===== config.mk =====
export PLATFORM = sky130hd
export DESIGN_NAME = sound_i2s_tx
export DESIGN_NICKNAME = d
export VERILOG_FILES = /design/src/rtl/sound_i2s_tx.sv
export SDC_FILE = /design/constraint.sdc
export NUM_CORES = 1
export LEC_CHECK = 0
export BUFFER_PORTS_ARGS = -buffer_cell sky130_fd_sc_hd__buf_2
export CAP_MARGIN = 20
export CORE_MARGIN = 2
export CORE_UTILIZATION = 36
export DETAILED_ROUTE_END_ITERATION = 7
export PLACE_DENSITY_LB_ADDON = 0.05
export SLEW_MARGIN = 20
export SYNTH_ARGS = -nofsm -noshare
export SYNTH_HDL_FRONTEND = slang
export SYNTH_SLANG_ARGS = --single-unit
export TNS_END_PERCENT = 20

===== constraint.sdc =====
create_clock -name clk -period 2.8 [get_ports clk]
set_input_delay 0.28 -clock clk [delete_from_list [all_inputs] [get_ports clk]]
set_output_delay 0.28 -clock clk [all_outputs]
set_load 0.01 [all_outputs]

===== src/rtl/sound_i2s_tx.sv =====
// Audio output stage: box-filters the sound unit mix words over one frame,
// removes the DC offset and serializes signed stereo samples in Philips I2S format.
module sound_i2s_tx #(
  parameter int unsigned DIV_LOG2 = 1
) (
  input  logic        clk,
  input  logic        rst,
  input  logic        en,
  input  logic [15:0] left,
  input  logic [15:0] right,
  output logic        i2s_bclk,
  output logic        i2s_lrck,
  output logic        i2s_sdata,
  output logic        sample_strobe,
  output logic [15:0] sample_l,
  output logic [15:0] sample_r
);

  localparam int unsigned N  = 6 + DIV_LOG2;
  localparam int unsigned AW = 16 + N;
  localparam logic [N-1:0] CNT_LAST = '1;
  localparam logic [15:0]  DC_MID   = 16'h4000;

  logic [N-1:0]  cnt;
  logic [AW-1:0] acc_l;
  logic [AW-1:0] acc_r;
  logic [4:0]    slot;
  logic          last;
  logic [15:0]   avg_l;
  logic [15:0]   avg_r;

  // Slot decode and end-of-frame average (includes the current input word)
  always_comb begin
    slot  = cnt[N-1:DIV_LOG2+1];
    last  = (cnt == CNT_LAST);
    avg_l = 16'((acc_l + AW'(left))  >> N);
    avg_r = 16'((acc_r + AW'(right)) >> N);
  end

  // Frame counter, accumulators and sample latch
  always_ff @(posedge clk) begin
    if (rst) begin
      cnt           <= '0;
      acc_l         <= '0;
      acc_r         <= '0;
      sample_l      <= '0;
      sample_r      <= '0;
      sample_strobe <= 1'b0;
    end else begin
      cnt <= cnt + N'(1);
      if (last) begin
        acc_l         <= '0;
        acc_r         <= '0;
        sample_l      <= en ? (avg_l - DC_MID) : 16'h0000;
        sample_r      <= en ? (avg_r - DC_MID) : 16'h0000;
        sample_strobe <= 1'b1;
      end else begin
        acc_l         <= acc_l + AW'(left);
        acc_r         <= acc_r + AW'(right);
        sample_strobe <= 1'b0;
      end
    end
  end

  // Serializer; slot 31 reads the pre-latch sample_r, so the right LSB survives the wrap
  always_ff @(posedge clk) begin
    if (rst) begin
      i2s_bclk  <= 1'b0;
      i2s_lrck  <= 1'b0;
      i2s_sdata <= 1'b0;
    end else begin
      i2s_bclk  <= cnt[DIV_LOG2];
      i2s_lrck  <= (slot >= 5'd15) && (slot <= 5'd30);
      i2s_sdata <= slot[4] ? sample_r[~slot[3:0]] : sample_l[~slot[3:0]];
    end
  end

endmodule


# Word-level counts from Yosys, hierarchy flattened

Cells that the tools add are included.

Flip-flop bits (word level): 89
Output and inout bits: 36
Word-level logic and storage cells: 29

Reduce and logical (&&, ||, !) cells: 2
Order comparisons: 3
$add $sub $neg: 5
Eq/ne operators: 1
Bitwise operators: 1
Mux-type cells: 8

Operator list:

| cell                                                        | count |
|---|---|
| adder 23 x 16 -> 23 bit                                     | 2 |
| two-way mux 16 bit                                          | 2 |
| subtractor 16 x 15 -> 16 bit (second input constant)        | 2 |
| binary-select mux 1 bit (select 4 bit)                      | 2 |
| adder 7 x 1 -> 7 bit (second input constant)                | 1 |
| equality test 7 bit (second input constant)                 | 1 |
| >= comparator 5 x 4 -> 1 bit (second input constant)        | 1 |
| <= comparator 5 bit (second input constant)                 | 1 |
| less-than comparator 4 x 5 -> 1 bit (second input constant) | 1 |
| two-way mux 1 bit                                           | 4 |
| inverter 4 bit                                              | 1 |
| OR reduction 2 bit                                          | 1 |
| logical AND 1 bit                                           | 1 |

# Logic depth before layout (Yosys ltp)

Gate-level depths: netlist (run 1).

Word-level depth: 4
Mapped depth: 11
Gate-level depth less buffers: 11

# Least setup slack after synthesis (run 1)

No wires, ideal clock.

Path kind: input to register
Start point: input port left[0]
End point: register acc_l[14]
Stages: 10
Library setup time: 0.128 ns
Path slack: 0.166 ns
Buffers on the path: 0
Arrival: 2.506 ns
Cells stage by stage: ha_1 fa_1 a211oi_2 o21bai_2 a2111oi_4 o31ai_2 a221o_1 a21oi_2 xnor2_1 nor2_1

Longest elaborated chain between the ends: 1

Ends and longest elaborated chain:

| item                    | line | text |
|---|---|---|
| from (decl)             | 9    | `input logic [15:0] left,` |
| adder 23 x 16 -> 23 bit | 58   | `acc_l <= acc_l + AW'(left);` |
| to (signal assigned)    | 58   |  |
| to (decl)               | 25   | `logic [AW-1:0] acc_l;` |

Every way passes these cells.
A chain may end at the register's enable or synchronous reset.

# Worst setup path in the final report (run 1)

Start point: register acc_l[0]
End point: register acc_l[14]

Longest elaborated chain between the ends: 1

Ends and longest elaborated chain:

| item                    | line |
|---|---|
| adder 23 x 16 -> 23 bit | 58 |

Every way passes these cells.

==> results.md, run 1 <==
- CP arrival: 2.85 ns
- Initial antenna violation count: 0
- Synth Instances: 507
- H-tree levels: 3
- Final wirelength: 11300 um
- Final Hold Viols: 0
- Required @ worst endpoint: 3.02 ns
- Synth area leader: dfxtp_1
- Slew margin rel.: 0.582
- Worst-Margin Slew: 0.627 ns
- Die Wd: 117 um
- Clk root buf: clkbuf_16
- Via/cell ratio: 5.03
- Grt total ovfl: 0
- Clock network power share: 0.249
- DRC viols: 0
- Final setup violation count: 0
- Logic pwr share: 0.416
- Routed wire per std cell: 14.9 um
- Critical path class: reg -> reg
- DR pass1 iterations: 4
- Die ar.: 0.0136 mm2
- Initial detailed-routing violation count: 140
- First-pass GRT wire length: 18400 um
- Synth unique cells: 52
- Int Pwr: 2.92 mW
- CTS buffer count: 9
- Startpoint Class: flop
- P per Cell Area: 842 mW/mm2
- Mapped Nets: 577
- DP HPWL: 8590 um
- Part of the power in registers: 0.335
- Critical-path cell list: ha_1 -> fa_2 -> a211oi_2 -> o21bai_2 -> a2111oi_4 -> o31ai_2 -> a221o_1 -> a21oi_2 -> xnor2_1 -> nor2_1
- Largest net degree at the start of global routing: 30
- Die Y: about 120 um
- Metal-1 WL: approximately 5800 um
- PortBufs: 70
- Via count: 3825
- Number of synthesized flops with an enable pin: 0
- CP max stage delay: 0.41 ns
- Main synth FF type: dfxtp_1
- Sequential fraction of the synthesis area: 0.389
- Core area: 0.0125 mm2
- Worst-skew pair later-pin latency: 0.34 ns
- Period utilisation layout: 0.936
- Min-Delay Path Class: in -> reg
- RSZ-0062 raised after global routing: true
- Layout fillers: 1276
- Area contributors post-synth: dfxtp_1 (39%), ha_1 (9.0%), nor2_1 (5.4%)
- Clock Tree Buf Depth: 2
- Final cell count without fillers: 760
- GRT Total Usage: 0.174
- Number of global-route vias before repair: 3679
- Wire length on met2: 4920 um
- # nets final: 653
- TritonCTS clock tree: yes
- Antenna Nets Post-Route: 0
- Post-CTS setup buffers: 0
- Sw Pwr: about 1.7 mW
- Setup_tns: 0 ns
- Clock sink count: 89
- Synth top cells by count: dfxtp_1 (89), nor2_1 (66), o21ai_0 (44)
- Post-CTS Hold Fix Bufs: 0
- Max-Cap Viols: 0
- Max Clk Rate: approximately 380 MHz
- Yosys warns: 0
- Clock Skew: 0.00784 ns
- Placed Cells: ~740
- Most frequent cell after synthesis: dfxtp_1
- Max-slew violations: 0
- Initial core utilization: 0.366
- Switching Fraction: 0.367
- CTS resizes: 0
- Max Fanout on Critical Path: 3
- Highest Signal Layer: met4
- Cell Area, Synth: 0.00458 mm2
- Yosys reg bits: 89
- Asr flop ratio synth: 0
- Max IR drop VDD: around 0.00031 V
- Critical path's slowest cell: a221o_1
- Share of cells above drive strength 1: 0.207
- Fin crit period: around 2.6 ns
- WL met3: 506 um
- Antenna Cells: 0
- Num ports: 71
- Yosys top cell area share: 0.389
- Synthesized area per cell: 9.03 um2
- CTS clock-pin slew for the worst setup and hold paths: 0.06 ns
- Status: completed
- RePlAce Congestion: between 0.8 and 0.9
- Area growth syn-to-layout: 19.8%
- Static leakage: approximately 2.4 nW
- Crit end category: flop
- Core Rows: 41
-- final cells by class --
class	instances	area, um2	area share
clock buffer	11	253	0.0461
clock inverter	5	30.0	0.00547
inverter	8	30.0	0.00547
multi-input combinational	391	2710	0.494
sequential	89	1780	0.325
tap	172	215	0.0392
timing repair buffer	84	468	0.0853
-- power by group through the flow --
stage | Sequential [mW] | Clock [mW] | Combinational, mW
after global placement | 1.57 | 0 | 1.90
after detailed placement | 1.57 | 0 | 1.91
final | 1.55 | 1.15 | 1.92
after global routing | 1.57 | 1.24 | 2.17
after CTS | 1.55 | 1.19 | 1.92
after floorplan | 1.55 | 0 | 1.50
-- flip-flops by register name (all words and copies together), names as in the netlist --
signal	cells
acc_r	23
i2s_lrck	1
i2s_sdata	1
acc_l	23
sample_strobe	1
sample_r	16
sample_l	16
cnt	7
i2s_bclk	1
-- cell usage in the layout (no fill, tap or decap), types with 10 or more instances in the layout --
cell,netlist,layout
a21oi_1,25,24
a21o_1,11,11
nand3_1,18,18
ha_1,33,33
nor2b_1,10,10
o21ai_0,44,44
xor2_1,19,19
dfxtp_1,89,89
mux4_2,10,10
nor2_1,66,66
nand2_1,43,43
xnor2_1,21,21
buf_2,0,70
buf_4,0,13
-- worst paths after layout --
kind                            slack [ns]     start  cells after the start   endpoint
worst max-delay path                  0.18  acc_l[0]                     10  acc_l[14]
worst max register to register        0.18  acc_l[0]                     10  acc_l[14]
worst min register to register        0.46    cnt[0]                      1     cnt[0]
worst min-delay path                  0.26       rst                      2     cnt[0]
-- logic make-up (layout without fill, tap and decap cells) --
group / Yosys count / in the layout / synth area share
AO/OA/AOI/OAI: 135 / 135 / 0.195
XOR/XNOR: 40 / 40 / 0.0765
adder cells (fa/ha/maj): 35 / 35 / 0.0989
buffers and inverters: 27 / 108 / 0.0221
flip-flops: 89 / 89 / 0.389
multiplexers: 12 / 12 / 0.0536
AND/OR/NAND/NOR: 169 / 169 / 0.165
-- metrics by stage --
stage	utilization	total power [mW]	worst slack, ns	area [um2]	hold WS, ns
global placement	0.415	3.47	-0.00380	5190	0.445
floorplan	-	3.05	0.166	4580	0.371
detailed placement	0.415	3.48	-0.0367	5190	0.453
CTS	0.438	4.66	0.0686	5480	0.256
finish	0.438	4.62	0.179	5490	0.263
global route	0.438	4.97	-0.00932	5490	0.277
-- routing by layer --
metal / vias to the layer above / GRT usage
met4: 0 / 0.0525
met3: 10 / 0.0304
met2: 65 / 0.269
met5: - / 0
li1: 1959 / -
met1: 1791 / 0.248
-- worst max-delay path, delay by kind of cell, from the launching register on --
kind / cells / cell delay [ns]
AND/OR/NAND/NOR: 1 / 0.05
XOR/XNOR: 1 / 0.13
adder cells (fa/ha/maj): 2 / 0.58
flip-flops: 1 / 0.30
AO/OA/AOI/OAI: 6 / 1.47
(Power assumes the default switching activity.)
==> run 2: changes to the inputs <==
--- a/config.mk
+++ b/config.mk
@@ -10,7 +10,6 @@
 export CORE_MARGIN = 2
 export CORE_UTILIZATION = 36
 export DETAILED_ROUTE_END_ITERATION = 7
-export PLACE_DENSITY_LB_ADDON = 0.05
 export SLEW_MARGIN = 20
 export SYNTH_ARGS = -nofsm -noshare
 export SYNTH_HDL_FRONTEND = slang
==> run 2 against run 1 <==
  * Maximum frequency is 0.90% lower
  * First-iteration DRC count is 77% higher
  * Highest routed layer unchanged
  * Clock-buffer cell count is 2 higher
  * Clock skew is 0.0012 ns higher
  * Critical path depth stayed put
  * Power is 0.83% higher
  * Critical endpoint unchanged
  * Die area stayed put
  * Non-clock buffer count stayed put
  * Hold slack worse by 0.0033 ns
  * Core utilization is 0.060 points higher
  * Via count is 2.1% higher
  * Clock power hardly changed
==> results.md, run 2 (synthesis gave the netlist of run 1 again) <==
- DR pass1 iterations: 4
- Largest net degree at the start of global routing: 30
- Commonest non-fill, non-tap cell in the layout: dfxtp_1
- Worst setup endpoint: acc_l[14]
- Met2 usage: 0.278
- DP HPWL: 8400 um
- Clock sink count: 89
- Crit path from: acc_l[0]
- Met1 Use GR: 0.224
- Critical path's slowest cell: a221o_1
- Status: completed
- Die ar.: 0.0136 mm2
- CTS buffer count: 9
- Clock Skew: approximately 0.009 ns
- Critical path depth in cells: 10
- RSZ-0062 raised after global routing: false
- Hold path cells: 3
- P per Cell Area: approximately 850 mW/mm2
- Multi-input logic area: 0.00272 mm2
- Initial antenna violation count: 0
- Critical R2R Capture: acc_l[14]
- Logic depth of the worst register-to-register path: 10
- Max-Cap Viols: 0
- Cell Area, Placed: 0.00517 mm2
- Routed wire per std cell: 14.8 um
- Via/cell ratio: 5.14
- Cell area after layout: around 0.0055 mm2
- Static leakage: 2.35 nW
- Initial core utilization: 0.366
- Via count: a little under 4000
- Antenna Cells: 0
- Post-CTS Hold Fix Bufs: 0
- Core area: 0.0125 mm2
- CP arrival: 2.86 ns
- H-tree levels: 3
- Met3 Use GR: 0.0391
- Area growth syn-to-layout: 20.0%
- Clk root buf: clkbuf_16
- CP max stage delay: 0.39 ns
- Worst-Margin Slew: around 0.57 ns
- Num ports: 71
- Critical path class: reg -> reg
- Max Fanout on Critical Path: 3
- Number of global-route vias before repair: roughly 3700
- Register Area: 0.00178 mm2
- Final Hold Viols: 0
- CTS clock-pin slew for the worst setup and hold paths: 0.06 ns
- Final setup violation count: 0
- Max IR drop VDD: 0.000296 V
- Final Power: 4.66 mW
- # nets final: 653
- Core Util, Final: 0.439
- GRT Total Usage: 0.169
- Grt total ovfl: 0
- Final wirelength: 11200 um
- Gr busiest metal: met2
- Commonest non-fill, non-tap cells in the layout: dfxtp_1 (89), buf_2 (70), nor2_1 (66)
- TritonCTS clock tree: yes
- Antenna Nets Post-Route: 0
- CP bufs+invs: 0
- Max-slew violations: 0
- Share of cells above drive strength 1: 0.209
- Critical-path cell list: ha_1 -> fa_2 -> a211oi_2 -> o21bai_2 -> a2111oi_4 -> o31ai_2 -> a221o_1 -> a21oi_2 -> xnor2_1 -> nor2_1
- Worst-skew pair later-pin latency: 0.34 ns
- Min-Delay Path Class: in -> reg
- Initial detailed-routing violation count: 248
- PortBufs: 70
- Startpoint Class: flop
- Worst r2r src: acc_l[0]
- RePlAce Congestion: 0.882
- Worst R2R Setup Slack: 0.16 ns
- Top Family by Delay on Critical Path: compound AO/OA/AOI/OAI gates
- Clock Tree Buf Depth: 2
- Crit end category: flop
- Period utilisation layout: 0.944
- Die Wd: 117 um
- First-pass GRT wire length: 17900 um
- Required @ worst endpoint: roughly 3.0 ns
- Fin crit period: 2.64 ns
- Layout fillers: about 1300
- Largest registers: acc_l (23), acc_r (23)
- Max Clk Rate: 378 MHz
- DRC viols: 0
- Die Y: around 120 um
- Core Rows: just over 40
- Slew margin rel.: 0.622
## run 2: cell count changes in the layout (fill, tap and decap cells not counted), sizes merged
| cell | previous run | this run |
|---|---|---|
| clkbuf | 11 | 13 |
| clkinv | 3 | 1 |
## run 2: worst min-delay path by stage
stage,start,end,slack [ns]
2_1_floorplan,rst,sample_strobe,0.37
3_3_place_gp,cnt[0],cnt[0],0.45
3_5_place_dp,sample_l[13],sample_l[13],0.47
4_1_cts,left[0],acc_l[0],0.25
5_1_grt,rst,cnt[3],0.28
6_report,left[0],acc_l[0],0.26
## run 2: routing by layer
layer | routed length, um | up-vias
li1 | - | 1966
met1 | 5310 | 1858
met2 | 5250 | 73
met3 | 530 | 8
met4 | 131 | 0
met5 | 0 | -
## run 2: tightest hold or removal path, cell delays in order
cell and delay, ns:
buf_2 0.08, ha_1 0.11, and2_1 0.10
## run 2: timing repair
action                                  CTS  global route
endpoints found under the setup margin    0             5
gates resized for setup                   0             4
buffers inserted                          0             1
## run 2: cell type report
type	instances	share of cell area
Tap cell	172	0.0392
Multi-Input combinational cell	391	0.495
Inverter	8	0.00546
Clock inverter	3	0.00433
Timing Repair Buffer	84	0.0829
Sequential cell	89	0.324
Clock buffer	13	0.0492
## run 2: power by group
part	switching [mW]	total (mW)	internal, mW
registers	0.0744	1.55	1.47
logic	1.12	1.93	0.815
clock network	0.507	1.18	0.677
## run 2: through the flow
step	hold WS [ns]	setup slack (ns)	setup TNS (ns)	std cells
3_5_place_dp	0.474	-0.0572	-0.0809	743
2_1_floorplan	0.371	0.166	0	507
3_3_place_gp	0.450	0.0311	0	743
6_report	0.259	0.156	0	760
4_1_cts	0.255	0.0195	0	759
5_1_grt	0.277	0.00150	0	760
